`config.mk`:
```
export PLATFORM = sky130hd
export DESIGN_NAME = mips_control_fsm
export DESIGN_NICKNAME = d
export VERILOG_FILES = /design/src/rtl/mips_control_fsm.sv
export SDC_FILE = /design/constraint.sdc
export NUM_CORES = 1
export LEC_CHECK = 0
export CAP_MARGIN = 5
export CORE_MARGIN = 3
export CORE_UTILIZATION = 38
export CTS_CLUSTER_DIAMETER = 100
export DETAILED_ROUTE_END_ITERATION = 12
export PLACE_DENSITY_LB_ADDON = 0.05
export SLEW_MARGIN = 20
export SYNTH_ARGS = -nofsm -noshare
export SYNTH_HDL_FRONTEND = slang
export SYNTH_SLANG_ARGS = --single-unit
export TNS_END_PERCENT = 50
```
`constraint.sdc`:
```
create_clock -name clk -period 1.9 [get_ports clk]
set_input_delay 0.38 -clock clk [delete_from_list [all_inputs] [get_ports clk]]
set_output_delay 0.38 -clock clk [all_outputs]
set_load 0.03 [all_outputs]
```
`src/rtl/mips_control_fsm.sv`:
```
`default_nettype none
// ============================================================================
// mips_control_fsm : multi-cycle control unit for the non-pipelined MIPS core
// Revision: 1.0
// ============================================================================
module mips_control_fsm (
  input  logic        clk,
  input  logic        reset,
  input  logic        imem_ready,
  input  logic [31:0] instr,
  input  logic        dmem_ready,
  input  logic        alu_zero,
  output logic        ir_write,
  output logic        pc_write,
  output logic [1:0]  pc_src,
  output logic [4:0]  read_reg1,
  output logic [4:0]  read_reg2,
  output logic [4:0]  write_reg,
  output logic        reg_write,
  output logic        mem_to_reg,
  output logic        alu_src,
  output logic [2:0]  alu_op,
  output logic [15:0] imm,
  output logic        mem_read,
  output logic        mem_write,
  output logic        illegal,
  output logic [2:0]  state
);

  localparam logic [2:0] c_FETCH     = 3'd0;
  localparam logic [2:0] c_DECODE    = 3'd1;
  localparam logic [2:0] c_EXECUTE   = 3'd2;
  localparam logic [2:0] c_MEM       = 3'd3;
  localparam logic [2:0] c_WRITEBACK = 3'd4;

  localparam logic [5:0] c_OP_RTYPE = 6'h00;
  localparam logic [5:0] c_OP_J     = 6'h02;
  localparam logic [5:0] c_OP_BEQ   = 6'h04;
  localparam logic [5:0] c_OP_ADDI  = 6'h08;
  localparam logic [5:0] c_OP_LW    = 6'h23;
  localparam logic [5:0] c_OP_SW    = 6'h2B;

  localparam logic [5:0] c_FN_ADD = 6'h20;
  localparam logic [5:0] c_FN_SUB = 6'h22;
  localparam logic [5:0] c_FN_AND = 6'h24;
  localparam logic [5:0] c_FN_OR  = 6'h25;
  localparam logic [5:0] c_FN_SLT = 6'h2A;

  logic [2:0]  r_state;
  logic [2:0]  w_next_state;
  logic [31:0] r_ir;

  logic [5:0]  w_opcode;
  logic [5:0]  w_funct;
  logic        w_is_r;
  logic        w_is_j;
  logic        w_is_beq;
  logic        w_is_addi;
  logic        w_is_lw;
  logic        w_is_sw;
  logic        w_funct_ok;
  logic        w_legal;
  logic [2:0]  w_r_alu_op;

  logic        w_in_fetch;
  logic        w_in_decode;
  logic        w_in_execute;
  logic        w_in_mem;
  logic        w_in_wb;

  assign w_opcode  = r_ir[31:26];
  assign w_funct   = r_ir[5:0];
  assign w_is_r    = (w_opcode == c_OP_RTYPE);
  assign w_is_j    = (w_opcode == c_OP_J);
  assign w_is_beq  = (w_opcode == c_OP_BEQ);
  assign w_is_addi = (w_opcode == c_OP_ADDI);
  assign w_is_lw   = (w_opcode == c_OP_LW);
  assign w_is_sw   = (w_opcode == c_OP_SW);

  // R-type ALU operation and funct legality decoded together
  always_comb begin
    w_funct_ok = 1'b1;
    w_r_alu_op = 3'd0;
    case (w_funct)
      c_FN_ADD: w_r_alu_op = 3'd0;
      c_FN_SUB: w_r_alu_op = 3'd1;
      c_FN_AND: w_r_alu_op = 3'd2;
      c_FN_OR:  w_r_alu_op = 3'd3;
      c_FN_SLT: w_r_alu_op = 3'd4;
      default:  w_funct_ok = 1'b0;
    endcase
  end

  assign w_legal = (w_is_r && w_funct_ok) || w_is_j || w_is_beq ||
                   w_is_addi || w_is_lw || w_is_sw;

  assign w_in_fetch   = (r_state == c_FETCH);
  assign w_in_decode  = (r_state == c_DECODE);
  assign w_in_execute = (r_state == c_EXECUTE);
  assign w_in_mem     = (r_state == c_MEM);
  assign w_in_wb      = (r_state == c_WRITEBACK);

  always_comb begin
    w_next_state = c_FETCH;
    case (r_state)
      c_FETCH:     w_next_state = imem_ready ? c_DECODE : c_FETCH;
      c_DECODE:    w_next_state = (!w_legal || w_is_j) ? c_FETCH : c_EXECUTE;
      c_EXECUTE: begin
        if (w_is_beq)                w_next_state = c_FETCH;
        else if (w_is_lw || w_is_sw) w_next_state = c_MEM;
        else                         w_next_state = c_WRITEBACK;
      end
      c_MEM: begin
        if (!dmem_ready)  w_next_state = c_MEM;
        else if (w_is_lw) w_next_state = c_WRITEBACK;
        else              w_next_state = c_FETCH;
      end
      default:     w_next_state = c_FETCH;
    endcase
  end

  always_ff @(posedge clk or posedge reset) begin
    if (reset) begin
      r_state <= c_FETCH;
      r_ir    <= 32'd0;
    end else begin
      r_state <= w_next_state;
      if (w_in_fetch && imem_ready)
        r_ir <= instr;
    end
  end

  // Mealy strobes are gated by reset so nothing fires while it is held
  assign ir_write = !reset && w_in_fetch && imem_ready;
  assign pc_write = !reset && ((w_in_fetch && imem_ready) ||
                               (w_in_decode && w_is_j) ||
                               (w_in_execute && w_is_beq && alu_zero));
  assign pc_src   = (w_in_decode && w_is_j)     ? 2'd2 :
                    (w_in_execute && w_is_beq)  ? 2'd1 : 2'd0;

  assign read_reg1  = r_ir[25:21];
  assign read_reg2  = r_ir[20:16];
  assign write_reg  = w_is_r ? r_ir[15:11] : r_ir[20:16];
  assign imm        = r_ir[15:0];
  assign alu_op     = w_is_r ? w_r_alu_op : (w_is_beq ? 3'd1 : 3'd0);
  assign alu_src    = w_is_lw || w_is_sw || w_is_addi;
  assign mem_to_reg = w_is_lw;

  assign reg_write = w_in_wb;
  assign mem_read  = w_in_mem && w_is_lw;
  assign mem_write = w_in_mem && w_is_sw;
  assign illegal   = w_in_decode && !w_legal;
  assign state     = r_state;

endmodule
`default_nettype wire
```
---- Word-level counts from Yosys, hierarchy flattened ----
Index checks and enable logic that the tools add are counted.
storage, ports and cells
  bits in registers ....................... 35
  input port bits ......................... 37
operators by class
  reduce and logical (&&, ||, !) cells .... 26
  muxes and demuxes ....................... 14
  eq/ne operators ......................... 14
operators by type and width
  kind                  count
  $eq A6 B6 Y1 const B  7
  $pmux W3 S4           2
  $mux W3               5
  $logic_and A1 B1 Y1   11
  $logic_or A1 B1 Y1    10
  $eq A3 B2 Y1 const B  2
  $eq A6 B2 Y1 const B  1
  $eq A6 B3 Y1 const B  1
  $eq A6 B4 Y1 const B  1
  $logic_not A6 Y1      1
  $mux W5               1
  $reduce_or A5 Y1      1
  $mux W1               4
  $mux W2               2
  $eq A3 B1 Y1 const B  1
  $eq A3 B3 Y1 const B  1
  $logic_not A3 Y1      1
  $logic_not A1 Y1      2

---- Longest topological paths before layout ----
  depth after elaboration ................. 13
  depth in mapped cells ................... 5

---- Least setup slack after synthesis ----
No wires, ideal clock.
  kind .................................... register to output
  start ................................... register r_ir[31]
  end ..................................... output alu_op[1]
  cell stages (with the launch flop) ...... 4
  path slack .............................. -535 ps
  data arrival time ....................... 2055 ps
  path buffers ............................ 0
  cell sequence ........................... dfrtp_1 nor4_1 nand4b_1 nor4b_1
between the ends
  word-level cells in the longest chain between the ends .. 2
RTL lines
  element                 line  RTL
  start, declared         51    logic [31:0] r_ir;
  start signal, assigned  129   r_ir <= instr;
  $logic_not A6 Y1        73    assign w_is_r = (w_opcode == c_OP_RTYPE);
  $mux W3                 145   assign alu_op = w_is_r ? w_r_alu_op : (w_is_beq ? 3'd1 : 3'd0);
  end, declared           22    output logic [2:0] alu_op,
Every way passes these cells.

---- Worst setup path after layout ----
  start ................................... register r_ir[29]
  end ..................................... register r_state[2] (netlist: state[2])
between the ends
  word-level cells in the longest chain between the ends .. 5
  elaborated cells between the ends (all ways) .. 9
  those cells by class .................... eq/ne: 3; mux: 5; reduce/logical: 1
RTL lines
  element                          line    RTL
  $eq A6 B6 Y1 (on tied branches)  77, 78
  $logic_or A1 B1 Y1               110     else if (w_is_lw || w_is_sw) w_next_state = c_MEM;
  $mux W3                          110
  $mux W3                          109     if (w_is_beq) w_next_state = c_FETCH;
  $pmux W3 S4 *                    105     case (r_state)
  net w_next_state[2]              50      logic [2:0] w_next_state;
  end signal, assigned             124     r_state <= c_FETCH;
  end signal, assigned             127     r_state <= w_next_state;
  end, declared                    49      logic [2:0] r_state;
Mark *: on every way through the listed nets, which the timed path passes. The rest lies on a longest branch.
A chain may end at the register's enable or synchronous reset.

==> impl_results.md <==
* Die Span X at 76.89 um
* Io pins at 84
* Area Overhead vs Synth at 61.40%
* Initial Util at 0.3990
* Pin count of the biggest net entering global routing at 36
* Number of max-slew violations in the final report at 0
* Count of antenna-violating nets left after detailed routing at 0
* Critical register-to-register path startpoint: r_ir[29]
* Die area at 0.005911 mm^2
* Area share of the largest cell type after synthesis at 0.4587
* Critical path class: reg2reg
* Setup Viol. Count Final at 15
* Total power density per cell area at 1757 mW/mm^2
* Floorplan row count at 25
* Flip-flop and latch count after synthesis at 35
* Maximum vdd ir drop at 1.104 mV
* Post-layout min period at 2.395 ns
* Syn avg cell area at 11.93 um^2
* H-tree levels at 2
* Sequential share of the synthesized area at 0.4587
* Layout filler cell count at 392
* TritonCTS clock tree: yes
* MaxCap Viol Count at 0
* Unrepaired setup endpoints after global routing: true
* Number of nets at the end of the flow at 293
* Number of DRC violations after detailed-routing iteration 0 at 100
* Vias per std cell at 4.935
* Total negative slack at -4.338 ns
* Detailed-route via count at 1594
* Slew HR at 0.6926
* Endpoints failing hold at 0
* Top cell types by occurrence after synthesis: sky130_fd_sc_hd__mux2_2 (36), sky130_fd_sc_hd__dfrtp_1 (35), sky130_fd_sc_hd__buf_4 (26)
* CP required at 2.09 ns
* Number of hold buffers added after cts at 0
* Depth of the worst register-to-register path at 14
* Result of the run: finished with violations
* Maximum clock frequency at 417.6 MHz
* Cell at the root of the clock tree: sky130_fd_sc_hd__clkbuf_8
* Number of nets in the synthesized netlist at 197
* Final worst hold slack at 0.5043 ns
* Count of inserted antenna diode cells at 0
* Count of unique library cells instantiated by Yosys at 37
* Total clock sinks at 35
* Number of stages on the worst hold path at 1
* Top flip-flop cell by instance count after synthesis: sky130_fd_sc_hd__dfrtp_1
* DR pass1 iterations at 4
* Most common cell in the netlist: sky130_fd_sc_hd__mux2_2
* Core area at 0.004786 mm^2
* Routed WL per cell at 15.86 um
* Launch point of the critical path: r_ir[29]
* Mapped Cells at 160
* Weighted congestion reported at the end of routability-driven placement at 0.8283
* Async SR Flop Fraction at 1.000
* Startpoint type of the worst setup path: register
* Cell type contributing the most total cell area after synthesis: sky130_fd_sc_hd__dfrtp_1
* Seq. cell area at 877.1 um^2
* Kind of capture point of the worst setup path: register
* Standby leakage power at 0.001327 uW
* Crit share post-route at 1.260
* Vias in the first global route at 1695
* Sum of routed wire length over all layers at 5.123 mm
* First-pass GRT wire length at 8.162 mm
* Critical Path Fanout Max at 3
* Number of flops mapped to enable cells by yosys at 0
* Min setup slack post-route at -0.4946 ns
* Arr. time, crit path at 2.58 ns
* Clock skew at 0.01388 ns
* Failing checks: negative setup slack
* Layout cells sized above 1 at 0.4453
* Count of yosys warnings during synthesis at 0
* Residual overflow from global routing at 0
* Number of buffers created by CTS at 5
* Final HPWL from detailed placement at 3.697 mm
* Min-delay worst type: reg2reg
* Worst R2R Setup Slack at -0.49 ns
* DRC viols at 0
* Clock latency of the later-clocked register in the worst-skew pair at 0.29 ns
* Vertical extent of the die at 76.89 um
* Clock transition at the register clock pins on the worst setup and hold paths after CTS at 0.08 ns
* Initial antenna violation count at 0
* Area of combinational cells with multiple inputs at 900.9 um^2
* Summed instance area of the synthesized netlist at 0.001909 mm^2
* Main area contributors after synthesis: sky130_fd_sc_hd__dfrtp_1 (46%), sky130_fd_sc_hd__mux2_2 (21%), sky130_fd_sc_hd__buf_4 (10%)
* Max clock buf depth at 2
* Worst slew pin tran at 0.4611 ns
* Buffers on Ports at 83
* Startpoint of the tightest hold check path: r_ir[10]
* GRT Overall Usage at 0.1742
[flip-flops by register name, indices dropped and copies added, names as in the netlist]
signal and count:
r_ir 32, state 3
[repair_timing]
item / 4_1_cts / 5_1_grt
setup endpoints to repair: 17 / 18
setup buffers: 9 / 3
pin swaps: 6 / 6
gates resized for setup: 18 / 17
hold endpoints to repair: 0 / 0
[final cells by class]
class	count	share of cell area
multi-input combinational	91	0.2923
sequential	35	0.2846
inverter	2	0.002436
tap	67	0.02720
clock buffer	7	0.02477
timing repair buffer	121	0.3687
[layout by cell type (no fill, tap or decap), drive strengths merged, types with 2 or more instances in the layout]
master	instances
nor2b	5
nor4	4
clkdlybuf4s50	64
nand3	2
nand2	4
nor3b	4
inv	2
nor2	5
and3	2
nor3	2
dfrtp	35
buf	55
nand4b	2
nor4b	3
clkbuf	7
a21oi	4
mux2	38
[worst paths after layout]
check                      endpoint
max                        state[2]
min                        r_ir[10]
max reg2reg                state[2]
min reg2reg                r_ir[10]
max in group asynchronous  state[0]
min in group asynchronous  state[2]
[metrics by stage]
stage / power, uW / instance area (um^2) / utilization / cells / worst slack [ns]
global route: 5708 / 3082 / 0.6439 / 323 / -0.5617
CTS: 5304 / 2998 / 0.6264 / 320 / -0.5043
finish: 5414 / 3082 / 0.6439 / 323 / -0.4946
detailed placement: 4665 / 2809 / 0.5869 / 304 / -0.5541
global placement: 4576 / 2809 / 0.5869 / 304 / -0.5329
floorplan: 3630 / 1958 / - / 160 / -0.1804
[worst max-delay path: stages (launching register included)]
cell and delay (ns):
sky130_fd_sc_hd__dfrtp_1 0.38, sky130_fd_sc_hd__or4_4 0.56, sky130_fd_sc_hd__buf_6 0.14, sky130_fd_sc_hd__nor3b_4 0.17
sky130_fd_sc_hd__buf_4 0.14, sky130_fd_sc_hd__buf_4 0.09, sky130_fd_sc_hd__buf_4 0.09, sky130_fd_sc_hd__buf_4 0.09
sky130_fd_sc_hd__buf_4 0.09, sky130_fd_sc_hd__buf_4 0.09, sky130_fd_sc_hd__buf_4 0.09, sky130_fd_sc_hd__buf_4 0.09
sky130_fd_sc_hd__buf_4 0.09, sky130_fd_sc_hd__nor3_1 0.04, sky130_fd_sc_hd__o21a_1 0.16
[cell families after synthesis]
| logic type | synth area share |
|---|---|
| AND/OR/NAND/NOR | 0.1501 |
| AO/OA/AOI/OAI | 0.04326 |
| multiplexers | 0.2241 |
| buffers and inverters | 0.1239 |
| flip-flops | 0.4587 |
[metal layers]
layer | vias to the layer above | share of wire | GRT usage
li1 | 743 | - | -
met1 | 786 | 0.38 | 0.1858
met2 | 59 | 0.54 | 0.3206
met3 | 6 | 0.067 | 0.05869
met4 | 0 | 0.012 | 0.05435
met5 | - | 0 | 0
[power by group]
group | total [uW] | switching, uW | internal (uW)
logic | 3560 | 1820 | 1730
clock network | 506 | 253 | 252
registers | 1350 | 232 | 1120
total | 5410 | 2310 | 3110
Note: power is estimated with default switching activity, not from simulation.
